==> config.mk <==
export PLATFORM = sky130hd
export DESIGN_NAME = bcd2bin_seq
export DESIGN_NICKNAME = d
export VERILOG_FILES = /design/src/rtl/bcd2bin_seq_pkg.sv /design/src/rtl/bcd_digit_adj.sv /design/src/rtl/bcd2bin_seq.sv
export SDC_FILE = /design/constraint.sdc
export NUM_CORES = 1
export LEC_CHECK = 0
export CAP_MARGIN = 20
export CORE_ASPECT_RATIO = 1.4
export CORE_MARGIN = 2
export CORE_UTILIZATION = 50
export CTS_BUF_LIST = sky130_fd_sc_hd__clkbuf_4 sky130_fd_sc_hd__clkbuf_8 sky130_fd_sc_hd__clkbuf_16
export CTS_CLUSTER_SIZE = 24
export DETAILED_ROUTE_END_ITERATION = 12
export GPL_ROUTABILITY_DRIVEN = 0
export PLACE_DENSITY = 0.72
export SETUP_SLACK_MARGIN = 0.5
export SYNTH_ARGS = -nofsm -noshare
export SYNTH_HDL_FRONTEND = slang
export SYNTH_HIERARCHICAL = 1
export SYNTH_SLANG_ARGS = --single-unit
==> constraint.sdc <==
create_clock -name clk -period 2.2 [get_ports clk]
set_input_delay 0.33 -clock clk [delete_from_list [all_inputs] [get_ports clk]]
set_output_delay 0.33 -clock clk [all_outputs]
set_load 0.005 [all_outputs]
==> src/rtl/bcd2bin_seq_pkg.sv <==
// Shared definitions for the sequential BCD-to-binary converter.
//   state_t      : FSM states (IDLE, SHIFT, DONE)
//   BCD_W/BIN_W  : packed two-digit BCD width / binary result width
//   N_ITER       : shift iterations per conversion
//   bcd_valid()  : true when both BCD digits are 0..9
package bcd2bin_seq_pkg;

    localparam int BCD_W  = 8;
    localparam int BIN_W  = 7;
    localparam int N_ITER = 7;
    localparam int CNT_W  = 3;

    typedef enum logic [1:0] {
        ST_IDLE  = 2'd0,
        ST_SHIFT = 2'd1,
        ST_DONE  = 2'd2
    } state_t;

    function automatic logic bcd_valid(input logic [BCD_W-1:0] w);
        return (w[7:4] <= 4'd9) && (w[3:0] <= 4'd9);
    endfunction

endpackage

==> src/rtl/bcd_digit_adj.sv <==
// Per-digit correction for reverse double-dabble.
//   d : shifted BCD digit
//   q : d - 3 when d >= 8, else d unchanged
module bcd_digit_adj (
    input  logic [3:0] d,
    output logic [3:0] q
);

    always_comb begin
        q = d;
        if (d[3]) begin
            q = d - 4'd3;
        end
    end

endmodule

==> src/rtl/bcd2bin_seq.sv <==
// Sequential two-digit BCD to 7-bit binary converter (reverse double-dabble).
//   clk     : rising-edge clock
//   reset_n : synchronous active-low reset
//   start   : request conversion of bcd_in (sampled only in IDLE)
//   bcd_in  : packed BCD, [7:4] tens, [3:0] units
//   busy    : high in SHIFT and DONE
//   done    : one-cycle pulse, bin_out/err valid
//   bin_out : binary result, held until the next accepted start
//   err     : accepted word had a digit > 9
module bcd2bin_seq
    import bcd2bin_seq_pkg::*;
(
    input  logic             clk,
    input  logic             reset_n,
    input  logic             start,
    input  logic [BCD_W-1:0] bcd_in,
    output logic             busy,
    output logic             done,
    output logic [BIN_W-1:0] bin_out,
    output logic             err
);

    state_t           state;
    state_t           state_nxt;
    logic [BCD_W-1:0] bcd_reg;
    logic [BIN_W-1:0] bin_reg;
    logic [CNT_W-1:0] cnt;

    logic             in_valid;
    logic [BCD_W-1:0] sh_bcd;
    logic [BIN_W-1:0] sh_bin;
    logic [3:0]       tens_adj;
    logic [3:0]       units_adj;

    assign in_valid = bcd_valid(bcd_in);

    // {bcd_reg, bin_reg} shifted right by one; the BCD LSB enters the binary MSB.
    assign sh_bcd = {1'b0, bcd_reg[BCD_W-1:1]};
    assign sh_bin = {bcd_reg[0], bin_reg[BIN_W-1:1]};

    bcd_digit_adj u_adj_tens (
        .d (sh_bcd[7:4]),
        .q (tens_adj)
    );

    bcd_digit_adj u_adj_units (
        .d (sh_bcd[3:0]),
        .q (units_adj)
    );

    // State and datapath registers
    always_ff @(posedge clk) begin
        if (!reset_n) begin
            state   <= ST_IDLE;
            bcd_reg <= '0;
            bin_reg <= '0;
            cnt     <= '0;
            bin_out <= '0;
            err     <= 1'b0;
        end else begin
            state <= state_nxt;
            case (state)
                ST_IDLE: begin
                    if (start) begin
                        bin_out <= '0;
                        if (in_valid) begin
                            bcd_reg <= bcd_in;
                            bin_reg <= '0;
                            cnt     <= CNT_W'(N_ITER);
                            err     <= 1'b0;
                        end else begin
                            err <= 1'b1;
                        end
                    end
                end
                ST_SHIFT: begin
                    bcd_reg <= {tens_adj, units_adj};
                    bin_reg <= sh_bin;
                    cnt     <= cnt - 1'b1;
                    // Last shift: the binary register is complete after this edge.
                    if (cnt == CNT_W'(1)) begin
                        bin_out <= sh_bin;
                    end
                end
                default: ;
            endcase
        end
    end

    // Next-state logic
    always_comb begin
        state_nxt = state;
        case (state)
            ST_IDLE: begin
                if (start) begin
                    state_nxt = in_valid ? ST_SHIFT : ST_DONE;
                end
            end
            ST_SHIFT: begin
                if (cnt == CNT_W'(1)) begin
                    state_nxt = ST_DONE;
                end
            end
            ST_DONE:  state_nxt = ST_IDLE;
            default:  state_nxt = ST_IDLE;
        endcase
    end

    // Output decode
    always_comb begin
        busy = 1'b0;
        done = 1'b0;
        case (state)
            ST_SHIFT: busy = 1'b1;
            ST_DONE: begin
                busy = 1'b1;
                done = 1'b1;
            end
            default: ;
        endcase
    end

endmodule
# == Word-level counts from Yosys, hierarchy flattened ==
# Index checks and enable logic that the tools add are counted.
# totals
reg_bits,28
input_bits,11
elab_cells,44
# classes
n_addsub,2
magnitude_cmp,2
n_eq_ne,6
mux,20
n_reduce_logical,8
# op_table
op,n
7-bit 2-to-1 mux,4
7-bit case mux with 2 select lines,2
8-bit 2-to-1 mux,2
8-bit case mux with 2 select lines,1
4-bit <= comparator (second input constant),2
2-bit 2-to-1 mux,3
3-bit 2-to-1 mux,2
2-bit != test (second input constant),3
3-bit case mux with 2 select lines,1
3-bit AND reduction,2
4-bit 2-to-1 mux,1
2-bit case mux with 2 select lines,1
2-bit AND reduction,2
4-bit by 2-bit subtractor with 4-bit output (second input constant),1
3-bit by 1-bit equality test with 1-bit output (second input constant),1
1-bit 2-to-1 mux,3
3-bit by 1-bit subtractor with 3-bit output (second input constant),1
2-bit by 1-bit equality test with 1-bit output (second input constant),1
2-bit equality test (second input constant),1
2-bit logical NOT,1
2-bit nonzero test,1
2-bit OR reduction,1
1-bit logical AND,1

# == Logic depth before layout (Yosys ltp) ==
# Gate-level depths: netlist of run 1.
# depth
ltp_word,5
mapped_depth,8

# == Hierarchy ==
# Netlist of run 1, hierarchy kept.
# modules_own_cells
mod,n_inst,cells_each,area_each_um2,seq_area_each_um2
bcd2bin_seq,1,117,1183.6,540.5
bcd_digit_adj,2,7,62.6,0.0

# == Worst setup path after synthesis of run 1 ==
# Ideal clock, no wire load.
# synth_path
kind,register to register
startpoint,register state[0]
endpoint,register bcd_reg[1]
setup_time_ps,66
arrival_time_ps,1354
required_ps,2134
setup_slack_ps,780
stages_incl_launch_ff,8
n_path_buf,1
cell_sequence,dfxtp_1 > inv_1 > ha_1 > nand2_1 > o31ai_4 > buf_6 > o21ai_2 > a21oi_2
# synth_between
elab_chain_cells,3
elab_cells_between_ends,7
cone_classes,eq/ne (3); mux (1); reduce/logical (3)
# synth_lines
item,line,text
"start, declared",bcd2bin_seq.sv:23,state_t state;
"start signal, assigned",bcd2bin_seq.sv:61,state <= state_nxt;
2-bit logical NOT / 2-bit by 1-bit equality test with 1-bit output (equally long branches),bcd2bin_seq.sv:62,case (state)
2-bit != test (no line) / 2-bit nonzero test (equally long branches),--,
3-bit AND reduction (no line),--,
"end signal, assigned",bcd2bin_seq.sv:67,bcd_reg <= bcd_in;
"end signal, assigned",bcd2bin_seq.sv:77,"bcd_reg <= {tens_adj, units_adj};"
"end, declared",bcd2bin_seq.sv:25,logic [BCD_W-1:0] bcd_reg;
# Several ways; a longest one is shown, not always the timed one.
# A chain may end at the register's enable or synchronous reset.

# == Final worst setup path of run 1 ==
# layout_path
startpoint,register state[1]
endpoint,register cnt[1]
# layout_between
elab_chain_cells,3
elab_cells_between_ends,7
cone_classes,eq/ne (3); mux (1); reduce/logical (3)
# layout_lines
item,line,text
2-bit logical NOT / 2-bit by 1-bit equality test with 1-bit output (equally long branches),bcd2bin_seq.sv:62,
2-bit != test (no line) / 2-bit nonzero test (equally long branches),--,
3-bit AND reduction (no line),--,
"end signal, assigned",bcd2bin_seq.sv:69,cnt <= CNT_W'(N_ITER);
"end signal, assigned",bcd2bin_seq.sv:79,cnt <= cnt - 1'b1;
"end, declared",bcd2bin_seq.sv:27,logic [CNT_W-1:0] cnt;
# Several ways; a longest one is shown, not always the timed one.

==> flow_metrics.py, run 1 <==
metrics = {
    "run_status": {
        "status": "finished, final reports clean",
    },
    "detailed_routing": {
        "viasPerCell": 5.44,
        "wl_per_cell_um": 13.3,
        "drc": 0,
        "top_layer": "met4",
        "route.layer.met1.wl_mm": 1.05,
        "initialDrtViolationCount": 17,
        "drt-total-wl_mm": 2.56,
        "met3_length_um": 70,
        "first_pass_iters": 4,
        "antenna_left": 0,
        "vias": 1050,
        "wl_met2_mm": 1.37,
    },
    "power_and_ir_drop": {
        "sw_frac_of_total_pct": 28.8,
        "power_density_nw_per_um2": 620,
        "peakVddDrop_mv": 0.531,
        "power_frac_comb_pct": 24.4,
        "leakagePower_uw": 0.000621,
        "pwr-share-clk_pct": 22.1,
        "power.internal_uw": 724,
        "p_sw_uw": 292,
        "p_seq_share_pct": 53.5,
    },
    "sta": {
        "slew_violations": 0,
        "finalClockSkew_ps": 5.72,
        "tns_ps": 0,
        "fin_crit_sh_pct": 73.8,
        "finalHoldViolCount": 0,
        "fmax_mhz": 616,
        "min_period_ps": 1620,
        "rsz0062_at_grt": "no",
        "setup_slack_ps": 576,
        "timing.hold.ws_ps": 494,
        "setup_viol": 0,
    },
    "critical_path": {
        "r2r_cells": 7,
        "r2r_end": "cnt[1]$_SDFFE_PN0P_",
        "end_kind": "flop",
        "path_max_fanout": 6,
        "start_kind": "flop",
        "critPathArrivalTime_ps": 1880,
        "critical_path_required_ps": 2450,
        "regToRegSetupSlack_ps": 580,
        "critPathKind": "reg -> reg",
        "reg2reg_from": "state[1]$_SDFFE_PN0P_",
    },
    "floorplanning": {
        "die_w_um": 47.2,
        "chipHeight_um": 64.5,
        "io_pins": 21,
        "core_area_um2": 2440,
        "start_util_pct": 53.6,
        "num_rows": 21,
        "dieArea_um2": 3050,
    },
    "min_path": {
        "worstHoldPathCells": 1,
        "hold_start": "bin_out[3]$_SDFFE_PN0P_",
        "hp-class": "reg -> reg",
        "holdPathEnd": "bin_out[3]$_SDFFE_PN0P_",
    },
    "cts": {
        "htree_levels": 1,
        "ctsHoldBuffers": 0,
        "clock_latency_ps": 330,
        "cts.sink_count": 27,
        "clk_transition_reported_paths_ps": 140,
        "ctsRootBufferMaster": "clkbuf_4",
        "cts_tree": "done",
        "cts_buffer_depth": 2,
        "cts_buffers": 3,
    },
    "logic_synthesis": {
        "ys_async_sr_fraction_pct": 0,
        "syn_area_um2": 1310,
        "ys_seq_elements": 27,
        "synth_edf_count": 0,
        "synth_flop_cell": "dfxtp_1",
        "yosysWarnings": 6,
        "netlist_instances": 131,
        "yosysSeqAreaShare_pct": 41.3,
        "synth_cell_types": 33,
        "avgSynthCellArea_um2": 9.99,
    },
    "final_layout": {
        "diodes": 0,
        "largest_reg_flops": 8,
        "syn_to_final_growth_pct": 25.1,
        "drive_above_1_share_pct": 17.6,
        "utilization_pct": 67.0,
        "final_net_count": 178,
    },
    "global_route": {
        "overflow": 0,
        "antenna_found_initial": 0,
        "grt_pass1_wl_mm": 4.16,
        "grt_max_degree": 15,
        "grt_use_total_pct": 18.6,
        "grt_pass1_vias": 1002,
    },
    "place": {
        "pre_cts_ws_ps": 245,
        "dp_hpwl_mm": 1.96,
        "portBuffers": 20,
    },
    "run": {
        "max_cap_violations": 0,
    },
}
==> per-layer routing <==
| layer | vias to the layer above | GRT usage (%) |
|---|---|---|
| li1 | 534 | - |
| met1 | 491 | 19.7 |
| met2 | 18 | 32.8 |
| met3 | 7 | 3.06 |
| met4 | 0 | 9.72 |
| met5 | - | 0 |
==> cell families (layout without fill, tap and decap cells) <==
family / count (synthesis) / count (layout) / synth area share, %
AND/OR/NAND/NOR: 22 / 22 / 8.80
other: 1 / 4 / 0.287
buffers and inverters: 12 / 37 / 4.78
AO/OA/AOI/OAI: 48 / 48 / 27.1
XOR/XNOR: 4 / 4 / 2.68
adder cells (fa/ha/maj): 7 / 7 / 6.69
multiplexers: 10 / 10 / 8.41
flip-flops: 27 / 27 / 41.3
==> cells in the final DEF, fill, tap and decap left out, drive strengths merged, types with 2 or more instances in the layout <==
cell	instances
conb	4
clkdlybuf4s50	18
dlygate4sd2	2
ha	7
o21a	2
o21ai	11
mux2i	8
nor2b	3
a21oi	16
inv	7
dfxtp	27
xnor2	2
o22ai	2
a32o	6
nand3	3
nor2	2
a22o	7
clkbuf	4
nand2b	4
xor2	2
mux2	2
buf	6
nor3	3
nand2	5
==> worst max-delay path by stage <==
| stage | start | end | slack, ps |
|---|---|---|---|
| 2_1_floorplan | state[0]$_SDFFE_PN0P_ | bcd_reg[1]$_SDFFE_PN0P_ | 780 |
| 3_3_place_gp | bcd_in[1] | bin_reg[5]$_SDFFE_PN0P_ | 250 |
| 3_5_place_dp | bcd_in[1] | bin_reg[4]$_SDFFE_PN0P_ | 250 |
| 4_1_cts | state[1]$_SDFFE_PN0P_ | bcd_reg[4]$_SDFFE_PN0P_ | 520 |
| 5_1_grt | state[1]$_SDFFE_PN0P_ | cnt[1]$_SDFFE_PN0P_ | 490 |
| 6_report | state[1]$_SDFFE_PN0P_ | cnt[1]$_SDFFE_PN0P_ | 580 |
==> worst max-delay path, cell delays in order, from the launching register on <==
cell,delay [ps]
dfxtp_2,350
inv_1,140
ha_4,200
nand2_2,100
o31ai_4,310
buf_4,180
nor2_1,40
a311oi_2,220
==> layout make-up <==
| cell class | instances | area [um^2] |
|---|---|---|
| fillers | 199 | 806 |
| multi-input cells | 95 | 749 |
| flip-flops and latches | 27 | 543 |
| repair buffers | 26 | 246 |
| well taps | 34 | 42.5 |
| clock buffers | 4 | 30.0 |
| inverters | 7 | 26.3 |
==> stage by stage <==
stage / instance area, um^2 / total power [uW] / std cells
2_1_floorplan: 1320 / 710 / 134
3_3_place_gp: 1560 / 779 / 187
3_5_place_dp: 1560 / 785 / 187
4_1_cts: 1600 / 1010 / 192
5_1_grt: 1640 / 1070 / 193
6_report: 1640 / 1020 / 193
==> Yosys cell counts, types with 4 or more instances <==
cell type	number	area, um^2
dfxtp_1	27	541
a21oi_1	13	65.1
o21ai_0	9	45.0
mux2i_1	8	80.1
a22o_1	7	61.3
ha_1	7	87.6
inv_1	7	26.3
a32o_1	6	60.1
nand2_1	5	18.8
nand2b_1	4	25.0
==> power by group through the flow <==
| stage | Clock [uW] | Sequential (uW) | Combinational [uW] |
|---|---|---|---|
| 3_5_place_dp | 0 | 554 | 231 |
| 5_1_grt | 247 | 549 | 274 |
| 4_1_cts | 233 | 544 | 231 |
| 6_report | 224 | 544 | 248 |
| 2_1_floorplan | 0 | 549 | 161 |
| 3_3_place_gp | 0 | 553 | 226 |
==> what timing repair did <==
| action | in CTS | in global routing |
|---|---|---|
| endpoints found under the setup margin | 10 | 21 |
| gates resized for setup | 6 | 6 |
| setup buffers | 1 | 1 |
| pin swaps | 0 | 1 |
(Power assumes the default switching activity.)
==> run 2, diff against run 1 <==
clock period = 1.5 ns   (was 2.2 ns; I/O delays follow)
==> run 2 against run 1 <==
Net effect: sequential power rose by 48%; first-iteration DRC count fell by 5.9%; clock power rose by 48%; cell area rose by 14%; clock-buffer cell count fell by 1; final cell count rose by 8.8%; critical path type unchanged; critical endpoint unchanged; largest cell class unchanged; largest power group unchanged.
==> flow_metrics.py, run 2 (synthesis results as in run 1) <==
metrics = {
    "power_and_ir_drop": {
        "sw_frac_of_total_pct": 31.1,
        "power.internal_uw": 1130,
        "total_power_uw": 1640,
        "pwr-share-clk_pct": 20.2,
        "leakagePower_uw": 0.000752,
        "power_frac_comb_pct": 30.8,
        "p_seq_share_pct": 49.0,
        "p_sw_uw": 511,
        "peakVddDrop_mv": 0.538,
        "power_density_nw_per_um2": 881,
    },
    "sta": {
        "slew_violations": 0,
        "finalHoldViolCount": 0,
        "fmax_mhz": 712,
        "min_period_ps": 1400,
        "tns_ps": 0,
        "fin_crit_sh_pct": 93.6,
        "finalClockSkew_ps": 3.90,
        "rsz0062_at_grt": "yes",
        "setup_viol": 0,
    },
    "critical_path": {
        "end_kind": "flop",
        "path_max_fanout": 5,
        "critical_path_required_ps": 1760,
        "critPathKind": "reg -> reg",
        "slowest_stage": "dfxtp_2",
        "crit_chain": "inv_4, ha_4, nand2_4, o31ai_4, buf_6, nor2_2, a311oi_2",
        "start_kind": "flop",
        "r2r_end": "cnt[1]$_SDFFE_PN0P_",
        "max_stage_delay_ps": 360,
        "reg2reg_from": "state[1]$_SDFFE_PN0P_",
        "critPathArrivalTime_ps": 1670,
        "regToRegSetupSlack_ps": 100,
        "r2r_cells": 7,
    },
    "global_route": {
        "grt_pass1_wl_mm": 4.73,
        "globalRouteMet2Util_pct": 39.0,
        "grt_use_met1_pct": 22.7,
        "grt_pass1_vias": 1101,
        "antenna_found_initial": 0,
        "grt_use_total_pct": 21.3,
        "busiest_layer": "met2",
        "grt_max_degree": 17,
        "overflow": 0,
        "grtUsageMet3_pct": 2.79,
    },
    "final_layout": {
        "diodes": 0,
        "fill_cells": 187,
        "final_common_cell": "buf_4",
        "syn_to_final_growth_pct": 42.5,
        "largest_reg_flops": 8,
        "layout_common_cells": "18 x buf_4, 17 x dfxtp_1, 11 x a21oi_1, 10 x dfxtp_2, 10 x clkdlybuf4s50_1",
        "utilization_pct": 76.3,
        "final_net_count": 195,
        "drive_above_1_share_pct": 44.9,
    },
    "min_path": {
        "hold_start": "bin_out[3]$_SDFFE_PN0P_",
        "holdPathEnd": "bin_out[3]$_SDFFE_PN0P_",
        "hp-class": "reg -> reg",
        "worstHoldPathCells": 1,
    },
    "floorplanning": {
        "num_rows": 21,
        "die_w_um": 47.2,
        "io_pins": 21,
        "start_util_pct": 53.6,
        "chipHeight_um": 64.5,
        "core_area_um2": 2440,
        "dieArea_um2": 3050,
    },
    "run": {
        "max_cap_violations": 0,
    },
    "cts": {
        "clock_latency_ps": 340,
        "ctsRootBufferMaster": "clkbuf_4",
        "htree_levels": 1,
        "cts_buffers": 3,
        "cts.sink_count": 27,
        "clk_transition_reported_paths_ps": 150,
        "cts_tree": "done",
        "cts_buffer_depth": 2,
    },
    "run_status": {
        "status": "finished, final reports clean",
    },
    "place": {
        "dp_hpwl_mm": 2.04,
        "portBuffers": 20,
    },
    "detailed_routing": {
        "antenna_left": 0,
        "wl_per_cell_um": 13.9,
        "drt-total-wl_mm": 2.91,
        "first_pass_iters": 5,
        "drc": 0,
        "initialDrtViolationCount": 16,
        "viasPerCell": 5.42,
        "vias": 1138,
    },
}
[run 2: worst max path at each step]
stage                          startpoint                      end  slack (ps)  depth (start not counted)
finish              state[1]$_SDFFE_PN0P_      cnt[1]$_SDFFE_PN0P_         100                          7
CTS                 state[1]$_SDFFE_PN0P_      cnt[1]$_SDFFE_PN0P_          90                          7
global placement                bcd_in[1]  bin_reg[6]$_SDFFE_PN0P_        -210                          5
global route        state[0]$_SDFFE_PN0P_  bin_out[1]$_SDFFE_PN0P_          20                          7
floorplan           state[1]$_SDFFE_PN0P_  bcd_reg[1]$_SDFFE_PN0P_         170                          7
detailed placement              bcd_in[1]  bin_reg[5]$_SDFFE_PN0P_        -260                          5
[run 2: metrics by stage]
stage               setup WS, ps  hold slack (ps)  instance area [um^2]  std cells
finish                      95.9              481                  1870        210
global route                22.1              497                  1870        210
floorplan                    167              417                  1390        134
detailed placement          -262              465                  1710        196
CTS                         88.9              484                  1800        206
global placement            -206              461                  1710        196
[run 2: cell type report]
class                           instances  area, um^2  area share, %
Clock buffer                            3        22.5           1.21
Clock inverter                          1        7.51          0.402
Inverter                                7        33.8           1.81
Multi-Input combinational cell         95         850           45.5
Sequential cell                        27         553           29.6
Tap cell                               34        42.5           2.28
Timing Repair Buffer                   43         357           19.1
[run 2: timing repair]
action | in CTS | in global routing
pin swaps | 8 | 3
cloned | 1 | 0
buffers inserted | 5 | 4
setup endpoints to repair | 37 | 37
resized for setup | 66 | 10
hold buffers | 0 | 0
[run 2: metal layers]
layer	vias up	part of all wire [%]
li1	570	-
met1	542	40
met2	20	56
met3	6	2.1
met4	0	2.2
met5	-	0
[run 2: worst max-delay path: cells and delay by family (launching register included)]
family | cells | cell delay (ps)
AO/OA/AOI/OAI | 2 | 420
flip-flops | 1 | 360
buffers and inverters | 2 | 240
adder cells (fa/ha/maj) | 1 | 170
AND/OR/NAND/NOR | 2 | 120
[run 2: power by group through the flow]
stage / logic, uW / clock network [uW] / registers [uW]
6_report: 506 / 332 / 806
2_1_floorplan: 284 / 0 / 809
3_5_place_dp: 419 / 0 / 818
4_1_cts: 464 / 340 / 805
3_3_place_gp: 404 / 0 / 815
5_1_grt: 550 / 369 / 813
